`src/rtl/pc_ras_pkg.sv`:
```
// Shared constants and the PC update opcode for the program counter / return stack block.
package pc_ras_pkg;

    localparam int unsigned ADDR_W    = 10;
    localparam int unsigned RAS_DEPTH = 8;

    typedef enum logic [2:0] {
        OP_HOLD   = 3'd0,
        OP_SEQ    = 3'd1,
        OP_BRANCH = 3'd2,
        OP_JUMP   = 3'd3,
        OP_CALL   = 3'd4,
        OP_RET    = 3'd5
    } pc_op_t;

endpackage

```
`src/rtl/pc_ras_stack.sv`:
```
// Circular LIFO of return addresses: push when full overwrites the oldest entry,
// pop when empty is ignored. Storage is not reset; top reads '0 while empty.
module ras_stack #(
    parameter int unsigned W     = 10,
    parameter int unsigned DEPTH = 8
) (
    input  logic                     clk,
    input  logic                     rst,
    input  logic                     push,
    input  logic                     pop,
    input  logic [W-1:0]             din,
    output logic [W-1:0]             top,
    output logic [$clog2(DEPTH):0]   count,
    output logic                     full,
    output logic                     empty
);

    localparam int unsigned PW = $clog2(DEPTH);
    localparam int unsigned CW = $clog2(DEPTH) + 1;
    localparam logic [CW-1:0] FULL_CNT = CW'(DEPTH);

    logic [W-1:0]  mem_q [DEPTH];
    logic [PW-1:0] sp_q, sp_d;
    logic [CW-1:0] count_q, count_d;
    logic [PW-1:0] sp_top;

    assign full   = (count_q == FULL_CNT);
    assign empty  = (count_q == '0);
    assign count  = count_q;
    assign sp_top = sp_q - PW'(1);
    assign top    = empty ? '0 : mem_q[sp_top];

    // sp always points at the next free slot; it wraps mod DEPTH so an
    // overflowing push lands on the oldest entry.
    always_comb begin
        sp_d    = sp_q;
        count_d = count_q;
        if (push) begin
            sp_d = sp_q + PW'(1);
            if (!full) begin
                count_d = count_q + CW'(1);
            end
        end else if (pop && !empty) begin
            sp_d    = sp_q - PW'(1);
            count_d = count_q - CW'(1);
        end
    end

    always_ff @(posedge clk) begin
        if (rst) begin
            sp_q    <= '0;
            count_q <= '0;
        end else begin
            sp_q    <= sp_d;
            count_q <= count_d;
        end
    end

    always_ff @(posedge clk) begin
        if (push && !rst) begin
            mem_q[sp_q] <= din;
        end
    end

endmodule

```
`src/rtl/pc_ras.sv`:
```
// Program counter with sequential/branch/jump/call/return updates, a hardware
// return-address stack and sticky overflow/underflow flags.
module pc_ras
    import pc_ras_pkg::*;
#(
    parameter int unsigned        ADDR_W    = pc_ras_pkg::ADDR_W,
    parameter int unsigned        RAS_DEPTH = pc_ras_pkg::RAS_DEPTH,
    parameter logic [ADDR_W-1:0]  RESET_VEC = '0
) (
    input  logic                         clk,
    input  logic                         rst,
    input  logic                         pc_we,
    input  logic [2:0]                   pc_op,
    input  logic [ADDR_W-1:0]            pc_off,
    input  logic [ADDR_W-1:0]            pc_target,
    input  logic                         err_clr,
    output logic [ADDR_W-1:0]            pc_curr,
    output logic [ADDR_W-1:0]            pc_inc,
    output logic [ADDR_W-1:0]            ras_top,
    output logic [$clog2(RAS_DEPTH):0]   ras_count,
    output logic                         ras_full,
    output logic                         ras_empty,
    output logic                         ras_ovf,
    output logic                         ras_unf
);

    logic [ADDR_W-1:0] pc_q, pc_d;
    logic              ovf_q, ovf_d;
    logic              unf_q, unf_d;
    logic              push, pop;
    logic              ovf_set, unf_set;
    pc_op_t            op;

    assign op      = pc_op_t'(pc_op);
    assign pc_curr = pc_q;
    assign pc_inc  = pc_q + ADDR_W'(1);
    assign ras_ovf = ovf_q;
    assign ras_unf = unf_q;

    ras_stack #(
        .W     (ADDR_W),
        .DEPTH (RAS_DEPTH)
    ) u_stack (
        .clk   (clk),
        .rst   (rst),
        .push  (push),
        .pop   (pop),
        .din   (pc_inc),
        .top   (ras_top),
        .count (ras_count),
        .full  (ras_full),
        .empty (ras_empty)
    );

    always_comb begin
        pc_d    = pc_q;
        push    = 1'b0;
        pop     = 1'b0;
        ovf_set = 1'b0;
        unf_set = 1'b0;
        if (pc_we) begin
            case (op)
                OP_SEQ:    pc_d = pc_inc;
                OP_BRANCH: pc_d = pc_q + pc_off;
                OP_JUMP:   pc_d = pc_target;
                OP_CALL: begin
                    push    = 1'b1;
                    ovf_set = ras_full;
                    pc_d    = pc_target;
                end
                OP_RET: begin
                    if (ras_empty) begin
                        unf_set = 1'b1;
                        pc_d    = pc_inc;
                    end else begin
                        pop  = 1'b1;
                        pc_d = ras_top;
                    end
                end
                default: ;
            endcase
        end
        // A set event in the same cycle as err_clr keeps the flag high.
        ovf_d = ovf_set | (ovf_q & ~err_clr);
        unf_d = unf_set | (unf_q & ~err_clr);
    end

    always_ff @(posedge clk) begin
        if (rst) begin
            pc_q  <= RESET_VEC;
            ovf_q <= 1'b0;
            unf_q <= 1'b0;
        end else begin
            pc_q  <= pc_d;
            ovf_q <= ovf_d;
            unf_q <= unf_d;
        end
    end

endmodule
```
`config.mk`:
```
export PLATFORM = sky130hd
export DESIGN_NAME = pc_ras
export DESIGN_NICKNAME = d
export VERILOG_FILES = /design/src/rtl/pc_ras_pkg.sv /design/src/rtl/pc_ras_stack.sv /design/src/rtl/pc_ras.sv
export SDC_FILE = /design/constraint.sdc
export NUM_CORES = 1
export LEC_CHECK = 0
export BUFFER_PORTS_ARGS = -buffer_cell sky130_fd_sc_hd__clkbuf_2
export CORE_MARGIN = 1
export CORE_UTILIZATION = 58
export DETAILED_ROUTE_END_ITERATION = 6
export MAX_ROUTING_LAYER = met4
export PLACE_DENSITY = 0.86
export REMOVE_ABC_BUFFERS = 1
export SLEW_MARGIN = 20
export SYNTH_ARGS = -nofsm -noshare
export SYNTH_HDL_FRONTEND = slang
export SYNTH_SLANG_ARGS = --single-unit
export TNS_END_PERCENT = 10
```
`constraint.sdc`:
```
create_clock -name clk -period 3 [get_ports clk]
set_input_delay 0.45 -clock clk [delete_from_list [all_inputs] [get_ports clk]]
set_output_delay 0.45 -clock clk [all_outputs]
set_load 0.02 [all_outputs]
```
==> impl_metrics.toml, run 1 <==
[run_status]
status = "completed"

[power_and_ir_drop]
switchingPower_mw = 0.8172
combPwrFrac_pct = 17.0
p_clk_share_pct = 30.4
p_leak_nw = 2.231
internal_power_mw = 2.102
power_mw = 2.919
swShare_pct = 28.00
pwr-share-seq_pct = 52.7
powerDensity_mw_per_mm2 = 511.6
irDropWorstVdd_mv = 0.4267

[global_routing]
gr-total-overflow = 0
track_usage_pct = 27.71
antenna_found_initial = 0
grt_max_degree = 26
grt_pass1_wl_um = 17420
first_global_vias = 3410

[clocking]
cts_buffer_depth = 2
post_cts_buffers = 0
clkLatencyLatePin_ns = 0.37
cts.sinks = 99
ctsResizeCount = 0
root_buffer = "clkbuf_8"
cts-htree-levels = 3
numCtsBuffers = 9
cts_hold_buf = 0
tritoncts = "done"
clkTransAtPathRegs_ns = 0.09

[timing]
setup_violations = 0
finalCriticalPeriod_ns = 2.844
timing.fmax_mhz = 351.6
relSlewSlack_pct = 60.43
slew_viol_final = 0
skew_ns = 0.01612
final-hold-violation-count = 0
rsz0062_at_grt = "false"
worstMarginPinSlew_ns = 0.5914
period_share_pct = 94.80

[floorplanning]
pin_count = 65
die-width_um = 94.71
core-area_mm2 = 0.008258
dieArea_mm2 = 0.008969
std_cell_rows = 33
die_y_um = 94.71
initial_core_util_pct = 60.36

[cells_and_area]
final_cell_mix = "edfxtp_1 (80), clkbuf_2 (64), nor2_1 (50), a21oi_1 (30), buf_4 (23)"
syn_to_final_growth_pct = 14.46
final_common_cell = "edfxtp_1"
final_nets = 510
antenna_cells = 0
fillCellCount = 590
fin_cells = 577
drive_above_1_share_pct = 28.39
fin_util_pct = 69.09

[yosys]
ys_ff_latch = 99
synth-seq-area-share_pct = 55.82
yosysWarnings = 0
synth_area_mm2 = 0.004985
synth_edf_count = 80
synthCells = 388
synth_async_sr_flop_share_pct = 0
synthFlopType = "edfxtp_1"
synth_area_per_cell_um2 = 12.85
synthDistinctLibCells = 56

[drt]
drt_iter0_drc = 281
dr.pass1.iters = 4
post_drt_wl_per_cell_um = 20.01
finalWirelength_um = 11550
ant_nets = 0
num_vias = 3602
drc = 0
vias_per_cell = 6.243

[setup_path]
worst_ep_required_time_ns = 2.55
critical_path_class = "reg -> out"
cp-end-kind = "output pin"
arrival_ns = 2.39
critPathLaunchType = "flip-flop"
critPathMaxFanout = 16

[placement]
hpwl_um = 8269
gp_congestion = 0.8716
io_buffers = 64
dp.cells = 561

[job]
maxCapViolCount = 0

[worst_hold_path]
min_path_type = "in -> reg"
-- worst max-delay path, stage by stage, from the launching register on --
cell,delay (ns)
dfxtp_1,0.46
inv_1,0.11
ha_2,0.47
buf_12,0.19
mux4_1,0.29
mux2i_1,0.27
nor2_1,0.07
clkbuf_2,0.16
-- power by group through the flow --
stage / combinational (mW) / sequential [mW] / clock, mW
after floorplan: 0.289 / 1.59 / 0
after CTS: 0.491 / 1.54 / 0.896
after global routing: 0.535 / 1.54 / 0.944
final: 0.495 / 1.54 / 0.887
after global placement: 0.473 / 1.57 / 0
after detailed placement: 0.490 / 1.57 / 0
-- logic make-up (layout without fill, tap and decap cells) --
family / count (synthesis) / after routing / synth area share [%]
AOI/OAI and AO/OA: 77 / 77 / 10.82
xor gates and xnor gates: 17 / 17 / 2.987
adders and majority gates: 16 / 16 / 4.317
muxes: 31 / 31 / 11.70
buffers and inverters: 40 / 124 / 4.191
DFF: 99 / 99 / 55.82
and+or+nand+nor: 108 / 108 / 10.17
-- sequential cells by signal (all words and copies together) (netlist names) --
register	flops
u_stack.mem_q	80
u_stack.count	4
u_stack.sp_q	3
pc_curr	10
ras_unf	1
ras_ovf	1
-- metal layers --
metal  GRT usage (%)  part of all wire, %  vias up
li1                -                    -     1639
met1           35.58                   40     1779
met2           44.84                   51      165
met3           5.556                  6.7       19
met4           8.081                  1.6        0
met5               -                    0        -
-- cell type report --
cell class | instances | area (um2) | area share, %
inverters | 20 | 76.32 | 1.338
clock buffers | 9 | 123.9 | 2.171
flip-flops and latches | 99 | 2783 | 48.77
multi-input cells | 249 | 1996 | 34.98
clock inverters | 7 | 82.58 | 1.447
repair buffers | 88 | 513.0 | 8.991
well taps | 105 | 131.4 | 2.303
-- Yosys cell counts (5+ instances only) --
master	count	area (um2)
nor3_1	8	40.04
dfxtp_1	19	380.4
edfxtp_1	80	2402
inv_1	18	67.56
clkbuf_1	6	22.52
a21oi_1	30	150.1
xor2_1	7	61.31
xnor2_1	10	87.58
o21ai_0	7	35.03
buf_4	6	45.04
ha_1	14	175.2
nand2_1	19	71.32
mux4_1	6	157.7
nor2_1	50	187.7
a211oi_1	5	37.54
nand3_1	5	25.02
mux4_2	14	315.3
mux2i_1	11	110.1
-- per-stage QoR --
stage | hold WS (ns) | setup TNS (ns) | setup slack (ns) | cell area, um2
finish | 0.3950 | 0 | 0.1561 | 5705
global placement | 0.4631 | 0 | 0.4574 | 5497
detailed placement | 0.4872 | 0 | 0.4255 | 5497
floorplan | 0.5146 | -2.468 | -0.1991 | 4852
global route | 0.4060 | 0 | 0.04954 | 5705
CTS | 0.3882 | 0 | 0.1100 | 5703
-- worst paths after layout --
path	cells past startpoint	slack, ns	endpoint	start
setup reg to reg	10	0.61	pc_curr[6]$_SDFFE_PP0P_	pc_curr[0]$_SDFFE_PP0P_
hold / removal	4	0.39	ras_unf$_SDFF_PP0_	err_clr
hold reg to reg	2	0.51	ras_unf$_SDFF_PP0_	ras_unf$_SDFF_PP0_
setup / recovery	7	0.16	ras_top[9]	u_stack.sp_q[1]$_SDFFE_PP0P_
(Power assumes the default switching activity.)
==> run 2, diff against run 1 <==
Settings changed: TNS_END_PERCENT 10 to 5.
Clock period 3 ns to 2.8 ns, I/O delays scaled along.
==> run 2 against run 1 <==
First-iteration DRC count is 8.2% higher. Combinational power is 8.7% higher. Setup slack worse by 0.030 ns. Highest routed layer unchanged. Critical path type unchanged. Global-route usage is 0.46 points lower. Largest power group unchanged. Critical path depth stayed put. Power is 4.6% higher. Non-clock buffer count is 5 higher. Via count is 1.5% lower. Register-to-register slack worse by 0.22 ns. Largest cell class unchanged. Cell count is 0.87% higher.
==> impl_metrics.toml, run 2 (synthesis results as in run 1) <==
[timing]
fin_setup_tns_ns = 0
holdWs_ns = 0.3901
timing.fmax_mhz = 374.0
final-hold-violation-count = 0
relSlewSlack_pct = 60.41
rsz0062_at_grt = "true"
period_share_pct = 95.49
finalCriticalPeriod_ns = 2.674
fin_ws_ns = 0.1264
skew_ns = 0.01290
slew_viol_final = 0
setup_violations = 0
worstMarginPinSlew_ns = 0.5856

[cells_and_area]
final_cell_area_mm2 = 0.005729
antenna_cells = 0
final_nets = 515
syn_to_final_growth_pct = 14.93
final_cell_mix = "edfxtp_1 (80), clkbuf_2 (64), nor2_1 (50), a21oi_1 (30), buf_4 (28)"
fin_util_pct = 69.38
largest_register_ffs = 80
fillCellCount = 599
drive_above_1_share_pct = 29.56
regMostFlops = "u_stack.mem_q"
final_common_cell = "edfxtp_1"

[drt]
drc = 0
num_vias = 3548
vias_per_cell = 6.096
finalWirelength_um = 11070
post_drt_wl_per_cell_um = 19.01
ant_nets = 0
dr.pass1.iters = 5
drt_iter0_drc = 304

[placement]
post-place-ws_ns = 0.3316
hpwl_um = 8076
gp_congestion = 0.8901
io_buffers = 64
detailed_place.area_mm2 = 0.005534

[floorplanning]
initial_core_util_pct = 60.36
core-area_mm2 = 0.008258
die_y_um = 94.71
dieArea_mm2 = 0.008969
die-width_um = 94.71
pin_count = 65
std_cell_rows = 33

[clocking]
cts-htree-levels = 3
clkTransAtPathRegs_ns = 0.10
numCtsBuffers = 9
post_cts_buffers = 0
tritoncts = "done"
clkLatencyLatePin_ns = 0.37
cts.sinks = 99
root_buffer = "clkbuf_8"
cts_buffer_depth = 2

[setup_path]
critPathLaunchType = "flip-flop"
cp-end-kind = "output pin"
max_stage_delay_ns = 0.45
worst_ep_required_time_ns = 2.38
critPathMaxFanout = 16
r2r_slack_ns = 0.39
critical_path_class = "reg -> out"
r2r-start = "pc_curr[1]$_SDFFE_PP0P_"
reg2regPathDepth = 8
arrival_ns = 2.25
r2r_end = "pc_curr[6]$_SDFFE_PP0P_"
cp_slowest_cell = "ha_2"
path_cells = "inv_1 > ha_2 > buf_12 > mux4_1 > mux2i_1 > nor2_1 > clkbuf_2"

[worst_hold_path]
min_path_type = "in -> reg"
whs_endpoint = "ras_unf$_SDFF_PP0_"
worstHoldStart = "err_clr"
hold_path_depth = 4

[global_routing]
gr-total-overflow = 0
track_usage_pct = 27.25
grt_max_degree = 26
grt_pass1_wl_um = 17220
first_global_vias = 3431
antenna_found_initial = 0

[power_and_ir_drop]
powerDensity_mw_per_mm2 = 532.8
irDropWorstVdd_mv = 0.3957
p_leak_nw = 2.242

[run_status]
status = "completed"

[job]
maxCapViolCount = 0
==> run 2: cell count changes in the layout (fill, tap and decap cells not counted), sizes merged <==
| cell | previous run | this run |
|---|---|---|
| buf | 24 | 29 |
| bufinv | 1 | 0 |
| inv | 22 | 24 |
| clkinv | 4 | 2 |
| clkinvlp | 0 | 1 |
==> run 2: critical path: cells and delay by family (launching register included) <==
| kind | cells | cell delay, ns |
|---|---|---|
| fa+ha+maj | 1 | 0.45 |
| simple gates | 1 | 0.09 |
| mux | 2 | 0.56 |
| flops | 1 | 0.35 |
| buf+inv | 3 | 0.44 |
==> run 2: area by class of cell <==
type / instances / area, um2 / area share [%]
flip-flops and latches: 99 / 2783 / 48.57
multi-input cells: 249 / 1999 / 34.90
repair buffers: 93 / 550.5 / 9.609
clock buffers: 9 / 123.9 / 2.162
clock inverters: 7 / 65.06 / 1.136
inverters: 20 / 76.32 / 1.332
well taps: 105 / 131.4 / 2.293
==> run 2: per-stage QoR <==
stage	total power, mW	cells
2_1_floorplan	2.009	368
3_3_place_gp	2.191	566
3_5_place_dp	2.209	566
4_1_cts	3.068	582
5_1_grt	3.188	582
6_report	3.053	582
==> run 2: worst max path at each step <==
stage / startpoint / endpoint / slack [ns] / cells after the start
5_1_grt: u_stack.sp_q[0]$_SDFFE_PP0P_ / ras_top[9] / -0.02 / 5
2_1_floorplan: u_stack.sp_q[0]$_SDFFE_PP0P_ / ras_top[0] / -0.37 / 5
6_report: u_stack.sp_q[0]$_SDFFE_PP0P_ / ras_top[9] / 0.13 / 7
3_5_place_dp: pc_op[1] / u_stack.count[3]$_SDFFE_PP0P_ / 0.33 / 10
3_3_place_gp: pc_op[1] / u_stack.count[3]$_SDFFE_PP0P_ / 0.40 / 10
4_1_cts: u_stack.sp_q[0]$_SDFFE_PP0P_ / ras_top[9] / 0.07 / 7
==> run 2: where the power goes <==
| group | internal, mW | total, mW | switching, mW |
|---|---|---|---|
| clock network | 0.347 | 0.872 | 0.525 |
| logic | 0.211 | 0.538 | 0.327 |
| registers | 1.62 | 1.64 | 0.0249 |
| total | 2.18 | 3.05 | 0.877 |
==> run 2: repair_timing <==
item,CTS,global route
cloned,0,0
resized for setup,1,1
hold buffers,0,0
endpoints found under the setup margin,1,2
pin swaps,0,0
==> run 2: layer usage <==
metal	track usage [%]	wire (um)	up-vias
li1	-	-	1646
met1	34.15	4622	1722
met2	44.48	5538	159
met3	6.441	739	21
met4	7.576	163	0
met5	-	0	-
==> run 3, diff against run 2 <==
--- a/config.mk
+++ b/config.mk
@@ -8,8 +8,9 @@
 export BUFFER_PORTS_ARGS = -buffer_cell sky130_fd_sc_hd__clkbuf_2
 export CORE_MARGIN = 1
-export CORE_UTILIZATION = 58
+export CORE_UTILIZATION = 60
+export CTS_BUF_LIST = sky130_fd_sc_hd__clkbuf_2 sky130_fd_sc_hd__clkbuf_4 sky130_fd_sc_hd__clkbuf_8
 export DETAILED_ROUTE_END_ITERATION = 6
 export MAX_ROUTING_LAYER = met4
-export PLACE_DENSITY = 0.86
+export PLACE_DENSITY = 0.88
 export REMOVE_ABC_BUFFERS = 1
 export SLEW_MARGIN = 20
==> constraint.sdc (replaced) <==
create_clock -name clk -period 2.8 [get_ports clk]
set_input_delay 0.56 -clock clk [delete_from_list [all_inputs] [get_ports clk]]
set_output_delay 0.56 -clock clk [all_outputs]
set_load 0.02 [all_outputs]
==> run 3 against run 2 <==
Clock power up 12%. Clock skew down 0.0038 ns. Maximum frequency down 2.5%. Power up 4.1%. Setup slack worse by 0.070 ns. First-iteration DRC count down 20%. Utilization up 4.3 points. Critical path depth unchanged. Combinational power up 3%. Hold slack better by 0.11 ns. Critical endpoint is now ras_top[8].
==> impl_metrics.toml, run 3 (synthesis results as in run 1) <==
[setup_path]
critPathMaxFanout = 20
path_cells = "inv_1 > ha_4 > buf_12 > mux4_2 > mux2i_1 > nor2_1 > clkbuf_2"
critPathLaunchType = "flip-flop"
cp_num_buf_inv = 3
crit_family = "multiplexers"
arrival_ns = 2.18
r2r-start = "pc_curr[1]$_SDFFE_PP0P_"
worst_ep_required_time_ns = 2.24
critical_path_class = "reg -> out"
cp-end-kind = "output pin"
max_stage_delay_ns = 0.39
reg2regPathDepth = 8
r2r_slack_ns = 0.47
r2r_end = "pc_curr[6]$_SDFFE_PP0P_"
cp_slowest_cell = "dfxtp_4"

[floorplanning]
pin_count = 65
std_cell_rows = 32
die-width_um = 93.15
core-area_mm2 = 0.007888
dieArea_mm2 = 0.008677
initial_core_util_pct = 63.20
die_y_um = 93.15

[global_routing]
gr-total-overflow = 0
first_global_vias = 3623
track_usage_pct = 30.10
grt_max_degree = 26
antenna_found_initial = 0
grt_pass1_wl_um = 18720

[clocking]
clkLatencyLatePin_ns = 0.35
clkTransAtPathRegs_ns = 0.09
post_cts_buffers = 0
cts-htree-levels = 3
root_buffer = "clkbuf_8"
cts_buffer_depth = 2
numCtsBuffers = 9
cts.sinks = 99
tritoncts = "done"

[timing]
period_share_pct = 97.98
final-hold-violation-count = 0
setup_violations = 0
finalCriticalPeriod_ns = 2.743
timing.fmax_mhz = 364.5
slew_viol_final = 0
skew_ns = 0.009079
relSlewSlack_pct = 57.69
fin_ws_ns = 0.05664
worstMarginPinSlew_ns = 0.6258

[power_and_ir_drop]
irDropWorstVdd_mv = 0.3262
p_leak_nw = 2.245
power_mw = 3.177
powerDensity_mw_per_mm2 = 546.9

[drt]
vias_per_cell = 6.283
drc = 0
drt_iter0_drc = 242
finalWirelength_um = 12020
ant_nets = 0
post_drt_wl_per_cell_um = 20.72
num_vias = 3644
dr.pass1.iters = 5

[run_status]
status = "completed"

[cells_and_area]
regMostFlops = "u_stack.mem_q"
drive_above_1_share_pct = 31.17
final_cell_mix = "edfxtp_1 (80), clkbuf_2 (64), nor2_1 (50), a21oi_1 (30), buf_4 (28)"
final_common_cell = "edfxtp_1"
final_nets = 516
fin_util_pct = 73.65
syn_to_final_growth_pct = 16.54
antenna_cells = 0
largest_register_ffs = 80

[worst_hold_path]
worstHoldStart = "ras_unf$_SDFF_PP0_"
hold_path_depth = 2
whs_endpoint = "ras_unf$_SDFF_PP0_"
min_path_type = "reg -> reg"

[placement]
hpwl_um = 8466
gp_congestion = 0.9126
post-place-ws_ns = 0.2953
io_buffers = 64

[job]
maxCapViolCount = 0
run 3: cell types whose count changed in the layout (fill, tap and decap cells not counted), sizes merged:
cell,delta
clkinv,+2
bufinv,+2
inv,-4
buf,+1
run 3: metrics by stage:
step	setup TNS (ns)	std cells	hold slack (ns)	cell area, um2
floorplan	-7.544	368	0.5712	4852
global placement	0	564	0.4690	5538
detailed placement	0	564	0.4758	5538
CTS	0	580	0.4962	5769
global route	-0.0004474	580	0.5321	5809
finish	0	580	0.5001	5809
run 3: worst max-delay path by stage:
stage	startpoint	end	slack, ns	cells past startpoint
after CTS	u_stack.sp_q[1]$_SDFFE_PP0P_	ras_top[2]	0.003	7
after detailed placement	pc_op[1]	u_stack.count[3]$_SDFFE_PP0P_	0.30	10
after floorplan	u_stack.sp_q[0]$_SDFFE_PP0P_	ras_top[0]	-0.51	5
after global routing	u_stack.sp_q[1]$_SDFFE_PP0P_	ras_top[0]	-0.0004	7
final	u_stack.sp_q[1]$_SDFFE_PP0P_	ras_top[8]	0.06	7
after global placement	pc_op[1]	u_stack.count[3]$_SDFFE_PP0P_	0.36	10
run 3: what timing repair did:
item / CTS / global route
setup endpoints to repair: 10 / 10
endpoints found under the hold margin: 0 / 0
gates cloned: 0 / 0
hold buffers: 0 / 0
gates resized for setup: 5 / 9
run 3: report_power, final:
part           switching (mW)  internal, mW  total, mW  leakage (nW)
Combinational           0.339         0.216      0.555          1.25
Clock                   0.473         0.502      0.974         0.109
Sequential             0.0304          1.62       1.65         0.884
run 3: final cells by class:
| cell class | count | area (um2) |
|---|---|---|
| Clock buffer | 9 | 123.9 |
| Clock inverter | 7 | 91.34 |
| Timing Repair Buffer | 94 | 565.5 |
| Fill cell | 492 | 2078 |
| Sequential cell | 99 | 2788 |
| Inverter | 20 | 76.32 |
| Tap cell | 102 | 127.6 |
| Multi-Input combinational cell | 249 | 2037 |
run 3: worst min-delay path: stages (launching register included):
cell and delay, ns:
dfxtp_1 0.34, a32oi_1 0.06, nor2_1 0.07
run 3: per-layer routing:
metal	global-route usage, %	up-vias	wire length [um]
met2	49.08	203	6003
met1	37.60	1761	4781
met5	-	-	0
met3	5.691	42	811
met4	11.67	0	420
li1	-	1638	-
